<file path="src/rtl/hazard_ctrl.sv">
// Hazard control for a short in-order pipeline: tracks the EX/MEM/WB
// destination records, produces forwarding selects and load-use / multiply
// stalls for the instruction sitting in decode.
module hazard_ctrl #(
  parameter int ADDR_SIZE = 5,
  parameter int MUL_LAT   = 4
) (
  input  logic                 clk,
  input  logic                 rst_n,
  input  logic                 D_valid,
  input  logic [ADDR_SIZE-1:0] D_ra,
  input  logic [ADDR_SIZE-1:0] D_rb,
  input  logic                 D_use_ra,
  input  logic                 D_use_rb,
  input  logic [ADDR_SIZE-1:0] D_rd,
  input  logic                 D_we,
  input  logic                 D_ld,
  input  logic                 D_mul,
  input  logic                 EX_flush,
  output logic [1:0]           EX_D_bp,
  output logic [1:0]           MEM_D_bp,
  output logic [1:0]           WB_D_bp,
  output logic                 stall_F,
  output logic                 stall_D,
  output logic                 mul_busy
);

  typedef struct packed {
    logic                 valid;
    logic [ADDR_SIZE-1:0] rd;
    logic                 we;
    logic                 ld;
    logic                 mul;
  } slot_t;

  typedef enum logic [1:0] {
    UPD_HOLD,
    UPD_FLUSH,
    UPD_BUBBLE,
    UPD_ISSUE
  } upd_t;

  slot_t      ex_q, mem_q, wb_q;
  logic [3:0] mcnt;
  logic [1:0] ex_hit, mem_hit, wb_hit;
  logic       lduse;
  upd_t       upd;
  slot_t      dec;
  logic       unused_fields;

  // Only the write-back identity of older slots matters downstream.
  assign unused_fields = ^{mem_q.ld, mem_q.mul, wb_q.ld, wb_q.mul, ex_q.mul};

  function automatic logic hit(slot_t s, logic [ADDR_SIZE-1:0] r, logic rd_en);
    return s.valid & s.we & (s.rd == r) & (r != '0) & rd_en;
  endfunction

  // Source matches, forwarding priority, stall decisions and update selection.
  always_comb begin
    ex_hit   = {hit(ex_q,  D_ra, D_use_ra), hit(ex_q,  D_rb, D_use_rb)};
    mem_hit  = {hit(mem_q, D_ra, D_use_ra), hit(mem_q, D_rb, D_use_rb)};
    wb_hit   = {hit(wb_q,  D_ra, D_use_ra), hit(wb_q,  D_rb, D_use_rb)};
    lduse    = ex_q.ld & (|ex_hit);
    mul_busy = (mcnt != '0);
    // A raw EX match still masks older stages even when EX forwarding is
    // suppressed, so a stale MEM/WB value is never selected during a stall.
    EX_D_bp  = (lduse | mul_busy) ? 2'b00 : ex_hit;
    MEM_D_bp = mem_hit & ~ex_hit;
    WB_D_bp  = wb_hit & ~ex_hit & ~mem_hit;
    stall_D  = D_valid & (lduse | mul_busy) & ~EX_flush;
    stall_F  = stall_D;
    dec      = '{valid: D_valid, rd: D_rd, we: D_we, ld: D_ld, mul: D_mul};
    if (mul_busy)      upd = UPD_HOLD;
    else if (EX_flush) upd = UPD_FLUSH;
    else if (lduse)    upd = UPD_BUBBLE;
    else               upd = UPD_ISSUE;
  end

  // Slot pipeline and multiply occupancy counter.
  always_ff @(posedge clk or negedge rst_n) begin
    if (!rst_n) begin
      ex_q  <= '0;
      mem_q <= '0;
      wb_q  <= '0;
      mcnt  <= '0;
    end else begin
      case (upd)
        UPD_HOLD: begin
          mcnt  <= mcnt - 4'd1;
          mem_q <= '0;
          wb_q  <= mem_q;
        end
        UPD_FLUSH, UPD_BUBBLE: begin
          ex_q  <= '0;
          mem_q <= ex_q;
          wb_q  <= mem_q;
        end
        default: begin
          ex_q  <= dec;
          mem_q <= ex_q;
          wb_q  <= mem_q;
          mcnt  <= (D_valid & D_mul) ? 4'(MUL_LAT - 1) : 4'd0;
        end
      endcase
    end
  end

endmodule

</file>
<file path="config.mk">
export PLATFORM = sky130hd
export DESIGN_NAME = hazard_ctrl
export DESIGN_NICKNAME = d
export VERILOG_FILES = /design/src/rtl/hazard_ctrl.sv
export SDC_FILE = /design/constraint.sdc
export NUM_CORES = 1
export LEC_CHECK = 0
export CORE_MARGIN = 2
export CORE_UTILIZATION = 44
export DETAILED_ROUTE_END_ITERATION = 16
export PLACE_DENSITY = 0.81
export SYNTH_ARGS = -nofsm -noshare
export SYNTH_HDL_FRONTEND = slang
export SYNTH_SLANG_ARGS = --single-unit
</file>
<file path="constraint.sdc">
create_clock -name clk -period 2.6 [get_ports clk]
set_input_delay 0.26 -clock clk [delete_from_list [all_inputs] [get_ports clk]]
set_output_delay 0.26 -clock clk [all_outputs]
set_load 0.01 [all_outputs]
</file>
# Yosys cells after proc, flatten, opt, wreduce, memory -nomap -nowiden
# Cells that the tools add are included.
[word_totals]
register_bits = 27
out_inout_bits = 9
word_cells = 67
[classes]
addsub = 1
eq_ne = 8
muxes = 8
n_bitwise = 32
reduce_logical = 6
[ops]
columns = ["cell", "n"]
rows = [
  ["$eq 5x5->1", 6],
  ["$and 1x1->1", 25],
  ["$pmux 9 s2", 1],
  ["$reduce_bool 5->1", 2],
  ["$mux 9", 1],
  ["$mux 2", 4],
  ["$pmux 4 s2", 1],
  ["$and 2x2->2", 3],
  ["$not 2->2", 2],
  ["$reduce_bool 4->1", 1],
  ["$reduce_or 2->1", 2],
  ["$sub 4x1->4 const B", 1],
  ["$eq 2x1->1 const B", 1],
  ["$eq 2x2->1 const B", 1],
  ["$logic_not 2->1", 1],
  ["$mux 1", 1],
  ["$not 1->1", 1],
  ["$or 1x1->1", 1],
]

# Depth between registers and ports, before layout
# Gate-level depths: netlist (run 1).
[logic_depth]
depth_word = 12
ltp_mapped = 10
depth_no_buf = 9

# Least setup slack after synthesis (run 1)
# OpenSTA, ideal clock, no wires.
[synth_timing]
kind = "register to register"
start = "register ex_q[7] (netlist name)"
end = "register mcnt[3]"
setup_ps = 83
arrival_ps = 2343
t_required_ps = 2517
setup_slack_ps = 174
stages_incl_launch_ff = 10
path_buffers = 0
synth_period_minus_slack_ps = 2426
cell_sequence = "dfrtp_1 -> xnor2_1 -> nand4_1 -> nor4_2 -> o21ai_1 -> o21ai_0 -> ha_1 -> nand2b_1 -> or4_1 -> o21ai_0"
[synth_via]
elab_chain_cells = 12
[synth_rtl]
columns = ["item", "line", "rtl"]
rows = [
  ["start: declaration", "43", "slot_t ex_q, mem_q, wb_q;"],
  ["start signal: assignment", "82", "ex_q <= '0;"],
  ["start signal: assignment", "94", "ex_q <= '0;"],
  ["start signal: assignment", "99", "ex_q <= dec;"],
  ["$eq 5x5->1", "55", "return s.valid & s.we & (s.rd == r) & (r != '0) & rd_en;"],
  ["$and 1x1->1 (3 in a row)", "55", ""],
  ["$reduce_or 2->1 *", "63", "lduse = ex_q.ld & (|ex_hit);"],
  ["$and 1x1->1 *", "63", ""],
  ["$mux 1 *", "75", "else if (lduse) upd = UPD_BUBBLE;"],
  ["$mux 2 *", "74", "else if (EX_flush) upd = UPD_FLUSH;"],
  ["$mux 2 *", "73", "if (mul_busy) upd = UPD_HOLD;"],
  ["$eq 2x1->1 / $eq 2x2->1 (equally long branches)", "87", "case (upd)"],
  ["$reduce_or 2->1", "87", ""],
  ["$pmux 4 s2", "87", ""],
  ["end signal: assignment", "89", "mcnt <= mcnt - 4'd1;"],
  ["end signal: assignment", "102", "mcnt <= (D_valid & D_mul) ? 4'(MUL_LAT - 1) : 4'd0;"],
  ["end: declaration", "44", "logic [3:0] mcnt;"],
]
# Every way passes the cells marked *; elsewhere a longest branch is shown, timed or not.
# A chain may end at the register's enable or synchronous reset.

# Worst setup path after layout (run 1)
[layout_timing]
start = "input port D_rb[2]"
end = "register mcnt[2]"
[layout_via]
elab_chain_cells = 12
[layout_rtl]
columns = ["item", "line", "rtl"]
rows = [
  ["start: declaration", "12", "input logic [ADDR_SIZE-1:0] D_rb,"],
  ["$eq 5x5->1", "55", ""],
  ["$and 1x1->1", "55", ""],
  ["$and 1x1->1 * (2 in a row)", "55", ""],
  ["$reduce_or 2->1 *", "63", ""],
  ["$and 1x1->1 *", "63", ""],
  ["$mux 1 *", "75", ""],
  ["$mux 2 *", "74", ""],
  ["$mux 2 *", "73", ""],
  ["$eq 2x1->1 / $eq 2x2->1 (equally long branches)", "87", ""],
  ["$reduce_or 2->1", "87", ""],
  ["$pmux 4 s2", "87", ""],
]
# Marked as above.

==> impl_metrics.env, run 1 <==
export IMPL_viasPerCell=4.97
export IMPL_finalHoldViolations=0
export IMPL_drtIter0Drc=32
export IMPL_power_total_mw=1.66
export IMPL_grt_max_degree=27
export IMPL_worstReg2RegStart="ex_q[6]"
export IMPL_route_detailed_drc=0
export IMPL_first_global_vias=1258
export IMPL_drt_wirelength_per_cell_um=14.7
export IMPL_crit_path_end_kind="flop"
export IMPL_mostFrequentLayoutCell="dfrtp_1"
export IMPL_hold_class="primary input to asynchronous set/reset pin"
export IMPL_drt_first_pass_iters=4
export IMPL_holdWs_ns=0.302
export IMPL_rsz0062_at_grt="true"
export IMPL_post_route_period_util_pct=97.2
export IMPL_clk_pin_slew_ns=0.12
export IMPL_ys_ff_latch=26
export IMPL_rows=20
export IMPL_ant_nets=0
export IMPL_reg2reg_depth=9
export IMPL_ff2ff_setup_slack_ns=0.22
export IMPL_synth_edf_count=0
export IMPL_crit_required_ns=2.78
export IMPL_final_cell_mix="dfrtp_1 (26), clkdlybuf4s50_1 (22), buf_4 (22)"
export IMPL_maxSlewViolCount=0
export IMPL_synthTopCellsByArea="dfrtp_1 (45%), xnor2_1 (11%), xor2_1 (7.3%)"
export IMPL_async_reset_ff_share_pct=100
export IMPL_start_kind="primary input"
export IMPL_portBuffers=32
export IMPL_synth_cell_types=25
export IMPL_max_freq_mhz=395
export IMPL_core_area_um2=3080
export IMPL_seq_area_frac_synth_pct=45.1
export IMPL_grt_antenna_before_repair=0
export IMPL_cts_tree="done"
export IMPL_place_gp_congestion=0.932
export IMPL_netlist_area_um2=1440
export IMPL_setup_viol=0
export IMPL_syn_nets=172
export IMPL_numCtsBuffers=3
export IMPL_cp_data_arrival_time_ns=2.71
export IMPL_vias=1202
export IMPL_antenna_cells=0
export IMPL_power_leakage_nw=0.909
export IMPL_cts_buffer_depth=2
export IMPL_finalClockSkew_ns=0.00277
export IMPL_period_minus_slack_ns=2.53
export IMPL_synth_top_area_share_pct=45.1
export IMPL_die_w_um=61.2
export IMPL_fp_dieArea_um2=3750
export IMPL_yosys_warnings=0
export IMPL_synth_area_per_cell_um2=9.94
export IMPL_layout_nets=227
export IMPL_clock_latency_ns=0.31
export IMPL_tightest_slew_ns=0.473
export IMPL_finalInstanceArea_um2=2040
export IMPL_grt_pass1_wl_mm=5.69
export IMPL_root_buffer="clkbuf_4"
export IMPL_max_cap_violations=0
export IMPL_powerDensity_nw_per_um2=815
export IMPL_critPathMaxFanout=5
export IMPL_boundaryPins=33
export IMPL_grt_overflow=0
export IMPL_critical_path_class="primary input to flop"
export IMPL_postPlaceCellArea_um2=1960
export IMPL_layout_drive_gt1_share_pct=18.2
export IMPL_r2r_end="mcnt[3]"
export IMPL_status="completed"
export IMPL_cts_sinks=26
export IMPL_post_cts_buffers=0
export IMPL_yosysTopAreaCell="dfrtp_1"
export IMPL_relSlewSlack_pct=68.5
export IMPL_synthCells=145
export IMPL_peakVddDrop_mv=0.625
export IMPL_synth_ff_type="dfrtp_1"
export IMPL_hpwl_mm=2.85
export IMPL_ctsHoldBuffers=0
export IMPL_area_growth_pct=41.3
export IMPL_htreeDepth=1
export IMPL_routed_wl_mm=3.56
export IMPL_start_util_pct=46.8
export IMPL_dieHeight_um=61.2
export IMPL_grt_usage_pct=21.2
==> registers in the layout, summed over array words and instances (netlist names) <==
register  cells
mcnt          4
ex_q          8
mem_q         7
wb_q          7
==> worst max-delay path, stage by stage <==
cell             delay, ns
clkdlybuf4s50_1       0.43
or4_4                 0.56
o21ai_4               0.21
nor4_4                0.08
o21ai_2               0.13
o21ai_1               0.09
buf_4                 0.15
ha_1                  0.22
buf_4                 0.17
nor2b_1               0.12
o21ai_0               0.14
o21ai_0               0.14
==> cells in the mapped netlist, types with 4 or more instances <==
library cell	count
or4_1	4
nor2b_1	9
nand2b_1	11
xor2_1	12
nor2_1	4
nand2_1	11
xnor2_1	18
dfrtp_1	26
o21ai_0	14
nand4_1	6
==> report_power, final <==
part	internal [mW]	leakage, nW	switching [mW]
clock network	0.0542	0.0138	0.107
logic	0.407	0.552	0.391
registers	0.553	0.343	0.148
total	1.01	0.909	0.646
==> kinds of logic (layout without fill, tap and decap cells) <==
kind of cell / count (synthesis) / in the layout / share of synthesized area (%)
compound gates: 22 / 22 / 8.33
xor+xnor: 30 / 30 / 18.2
fa+ha+maj: 3 / 3 / 2.60
buf+inv: 7 / 60 / 2.08
flops: 26 / 26 / 45.1
simple gates: 57 / 57 / 23.6
==> through the flow <==
stage	TNS, ns	std cells	setup slack (ns)	util (%)
final	0	242	0.0715	66.2
after CTS	0	242	0.0117	65.1
after detailed placement	-3.13	239	-0.395	63.8
after global routing	-0.0380	242	-0.0190	66.2
after floorplan	0	145	0.174	-
after global placement	-1.75	239	-0.293	63.8
==> area by class of cell <==
class	instances	area, µm²
inverter	3	11.3
fill	273	1040
multi-input combinational	112	821
sequential	26	651
timing repair buffer	54	477
tap	44	55.1
clock buffer	3	22.5
==> metal layers <==
layer	vias to the layer above	GRT usage, %	routed length [µm]
li1	606	-	-
met1	553	25.3	1520
met2	38	39.1	1790
met3	5	3.36	207
met4	0	6.52	38
met5	-	0	0
==> how the worst max path moves through the flow <==
stage             from       to  slack (ns)  cells after the start
3_5_place_dp   D_rb[3]  mcnt[3]       -0.40                     10
6_report       D_rb[2]  mcnt[2]        0.07                     12
5_1_grt        D_rb[2]  mcnt[3]       -0.02                     10
2_1_floorplan  ex_q[7]  mcnt[3]        0.17                      9
4_1_cts        D_ra[1]  mcnt[3]        0.01                     10
3_3_place_gp   D_rb[3]  mcnt[3]       -0.29                     10
==> what timing repair did <==
action / 4_1_cts / 5_1_grt
resized for setup: 15 / 8
pin swaps: 1 / 2
setup endpoints to repair: 10 / 5
No activity file was read; power rests on OpenSTA's default activity.
==> run 2: changes to the inputs <==
--- a/constraint.sdc
+++ b/constraint.sdc
@@ -3,2 +3,2 @@
 set_output_delay 0.26 -clock clk [all_outputs]
-set_load 0.01 [all_outputs]
+set_load 0.02 [all_outputs]
==> impl_metrics.env, run 2 (synthesis results as in run 1) <==
export IMPL_grt_pass1_wl_mm=5.69
export IMPL_ff2ff_setup_slack_ns=0.12
export IMPL_layout_nets=228
export IMPL_internal_power_mw=1.00
export IMPL_grt_antenna_before_repair=0
export IMPL_finalClockSkew_ns=0.00413
export IMPL_cts_buffer_depth=2
export IMPL_numCtsBuffers=3
export IMPL_boundaryPins=33
export IMPL_finalHoldViolations=0
export IMPL_multi_input_area_um2=797
export IMPL_violations="negative setup slack"
export IMPL_holdWs_ns=0.298
export IMPL_route_detailed_drc=0
export IMPL_tightest_slew_ns=0.476
export IMPL_power_leakage_nw=0.873
export IMPL_post_route_period_util_pct=101
export IMPL_first_global_vias=1260
export IMPL_grt_usage_pct=21.2
export IMPL_worstReg2RegStart="ex_q[7]"
export IMPL_seq_area_um2=651
export IMPL_dieHeight_um=61.2
export IMPL_nFillCells=279
export IMPL_r2r_end="mcnt[3]"
export IMPL_drtIter0Drc=26
export IMPL_ant_nets=0
export IMPL_rows=20
export IMPL_max_freq_mhz=383
export IMPL_status="finished with violations"
export IMPL_seqPwrFrac_pct=42.3
export IMPL_crit_required_ns=2.85
export IMPL_cts_sinks=26
export IMPL_area_growth_pct=38.6
export IMPL_cp_data_arrival_time_ns=2.86
export IMPL_critPathMaxFanout=2
export IMPL_power_total_mw=1.65
export IMPL_core_area_um2=3080
export IMPL_utilization_pct=64.9
export IMPL_drt_wirelength_per_cell_um=14.7
export IMPL_peakVddDrop_mv=0.606
export IMPL_reg2reg_depth=9
export IMPL_place_inst=239
export IMPL_maxSlewViolCount=0
export IMPL_largest_reg_flops=8
export IMPL_reg_top3="ex_q: 8 flops, mem_q: 7 flops, wb_q: 7 flops"
export IMPL_grt_max_degree=27
export IMPL_grt_overflow=0
export IMPL_vias=1223
export IMPL_fin_cells=243
export IMPL_start_util_pct=46.8
export IMPL_hold_class="primary input to asynchronous set/reset pin"
export IMPL_clock_latency_ns=0.31
export IMPL_die_w_um=61.2
export IMPL_antenna_cells=0
export IMPL_critical_path_class="primary input to flop"
export IMPL_rsz0062_at_grt="true"
export IMPL_start_kind="primary input"
export IMPL_portBuffers=32
export IMPL_routed_wl_mm=3.56
export IMPL_drt_first_pass_iters=4
export IMPL_hpwl_mm=2.85
export IMPL_root_buffer="clkbuf_4"
export IMPL_mostFrequentLayoutCell="dfrtp_1"
export IMPL_htreeDepth=1
export IMPL_switchingPower_mw=0.643
export IMPL_fp_dieArea_um2=3750
export IMPL_max_cap_violations=0
export IMPL_p_clk_share_pct=9.8
export IMPL_fin_ws_ns=-0.0130
export IMPL_p_sw_share_pct=39.1
export IMPL_pwr_share_comb_pct=47.9
export IMPL_layout_drive_gt1_share_pct=19.6
export IMPL_place_gp_congestion=0.932
export IMPL_final_cell_mix="dfrtp_1 (26), buf_4 (23), clkdlybuf4s50_1 (22)"
export IMPL_viasPerCell=5.03
export IMPL_regMostFlops="ex_q"
export IMPL_relSlewSlack_pct=68.3
export IMPL_cts_tree="done"
export IMPL_clk_pin_slew_ns=0.13
export IMPL_setup_viol=1
export IMPL_powerDensity_nw_per_um2=824
export IMPL_crit_path_end_kind="flop"
export IMPL_period_minus_slack_ns=2.61
[run 2: critical path, cell delays in order]
cell	delay (ns)
clkdlybuf4s50_1	0.43
or4_4	0.56
o21ai_4	0.19
nor4_2	0.08
o21ai_1	0.20
o21ai_1	0.11
ha_1	0.32
nand2b_1	0.16
or4_1	0.43
o21ai_2	0.12
[run 2: power by group through the flow]
stage	registers, mW	logic (mW)	clock network, mW
after detailed placement	0.704	0.773	0
after floorplan	0.667	0.527	0
after global placement	0.702	0.735	0
final	0.696	0.788	0.162
after global routing	0.719	0.872	0.183
after CTS	0.695	0.780	0.170
[run 2: layer usage]
layer | up-vias | global-route usage (%) | part of all wire (%)
li1 | 612 | - | -
met1 | 564 | 25.3 | 43
met2 | 40 | 39.1 | 50
met3 | 7 | 3.36 | 5.9
met4 | 0 | 6.52 | 1.3
met5 | - | 0 | 0
[run 2: final cells by class]
cell class,instances,share of cell area (%)
flip-flops and latches,26,32.6
multi-input cells,112,39.9
repair buffers,55,23.1
inverters,3,0.564
well taps,44,2.76
clock buffers,3,1.13
[run 2: timing repair]
item                                    in CTS  in global routing
endpoints found under the setup margin      10                  7
hold endpoints to repair                     0                  0
hold buffers                                 0                  0
setup buffers                                0                  1
gates resized for setup                     15                 17
pin swaps                                    0                  2
[run 2: stage by stage]
stage | instance area [µm²] | worst slack, ns | setup TNS, ns
after floorplan | 1440 | 0.174 | 0
after global routing | 2000 | -0.112 | -0.349
after CTS | 1990 | 0.0117 | 0
final | 2000 | -0.0130 | -0.0130
after global placement | 1960 | -0.293 | -2.27
after detailed placement | 1960 | -0.395 | -3.67
[run 2: worst max-delay path by stage]
stage | start | end | slack (ns) | cells after the start
4_1_cts | D_ra[1] | mcnt[3] | 0.01 | 10
3_3_place_gp | D_rb[3] | mcnt[3] | -0.29 | 10
5_1_grt | D_rb[2] | mcnt[3] | -0.11 | 10
6_report | D_rb[2] | mcnt[3] | -0.01 | 10
3_5_place_dp | D_rb[3] | mcnt[3] | -0.40 | 10
2_1_floorplan | ex_q[7] | mcnt[3] | 0.17 | 9
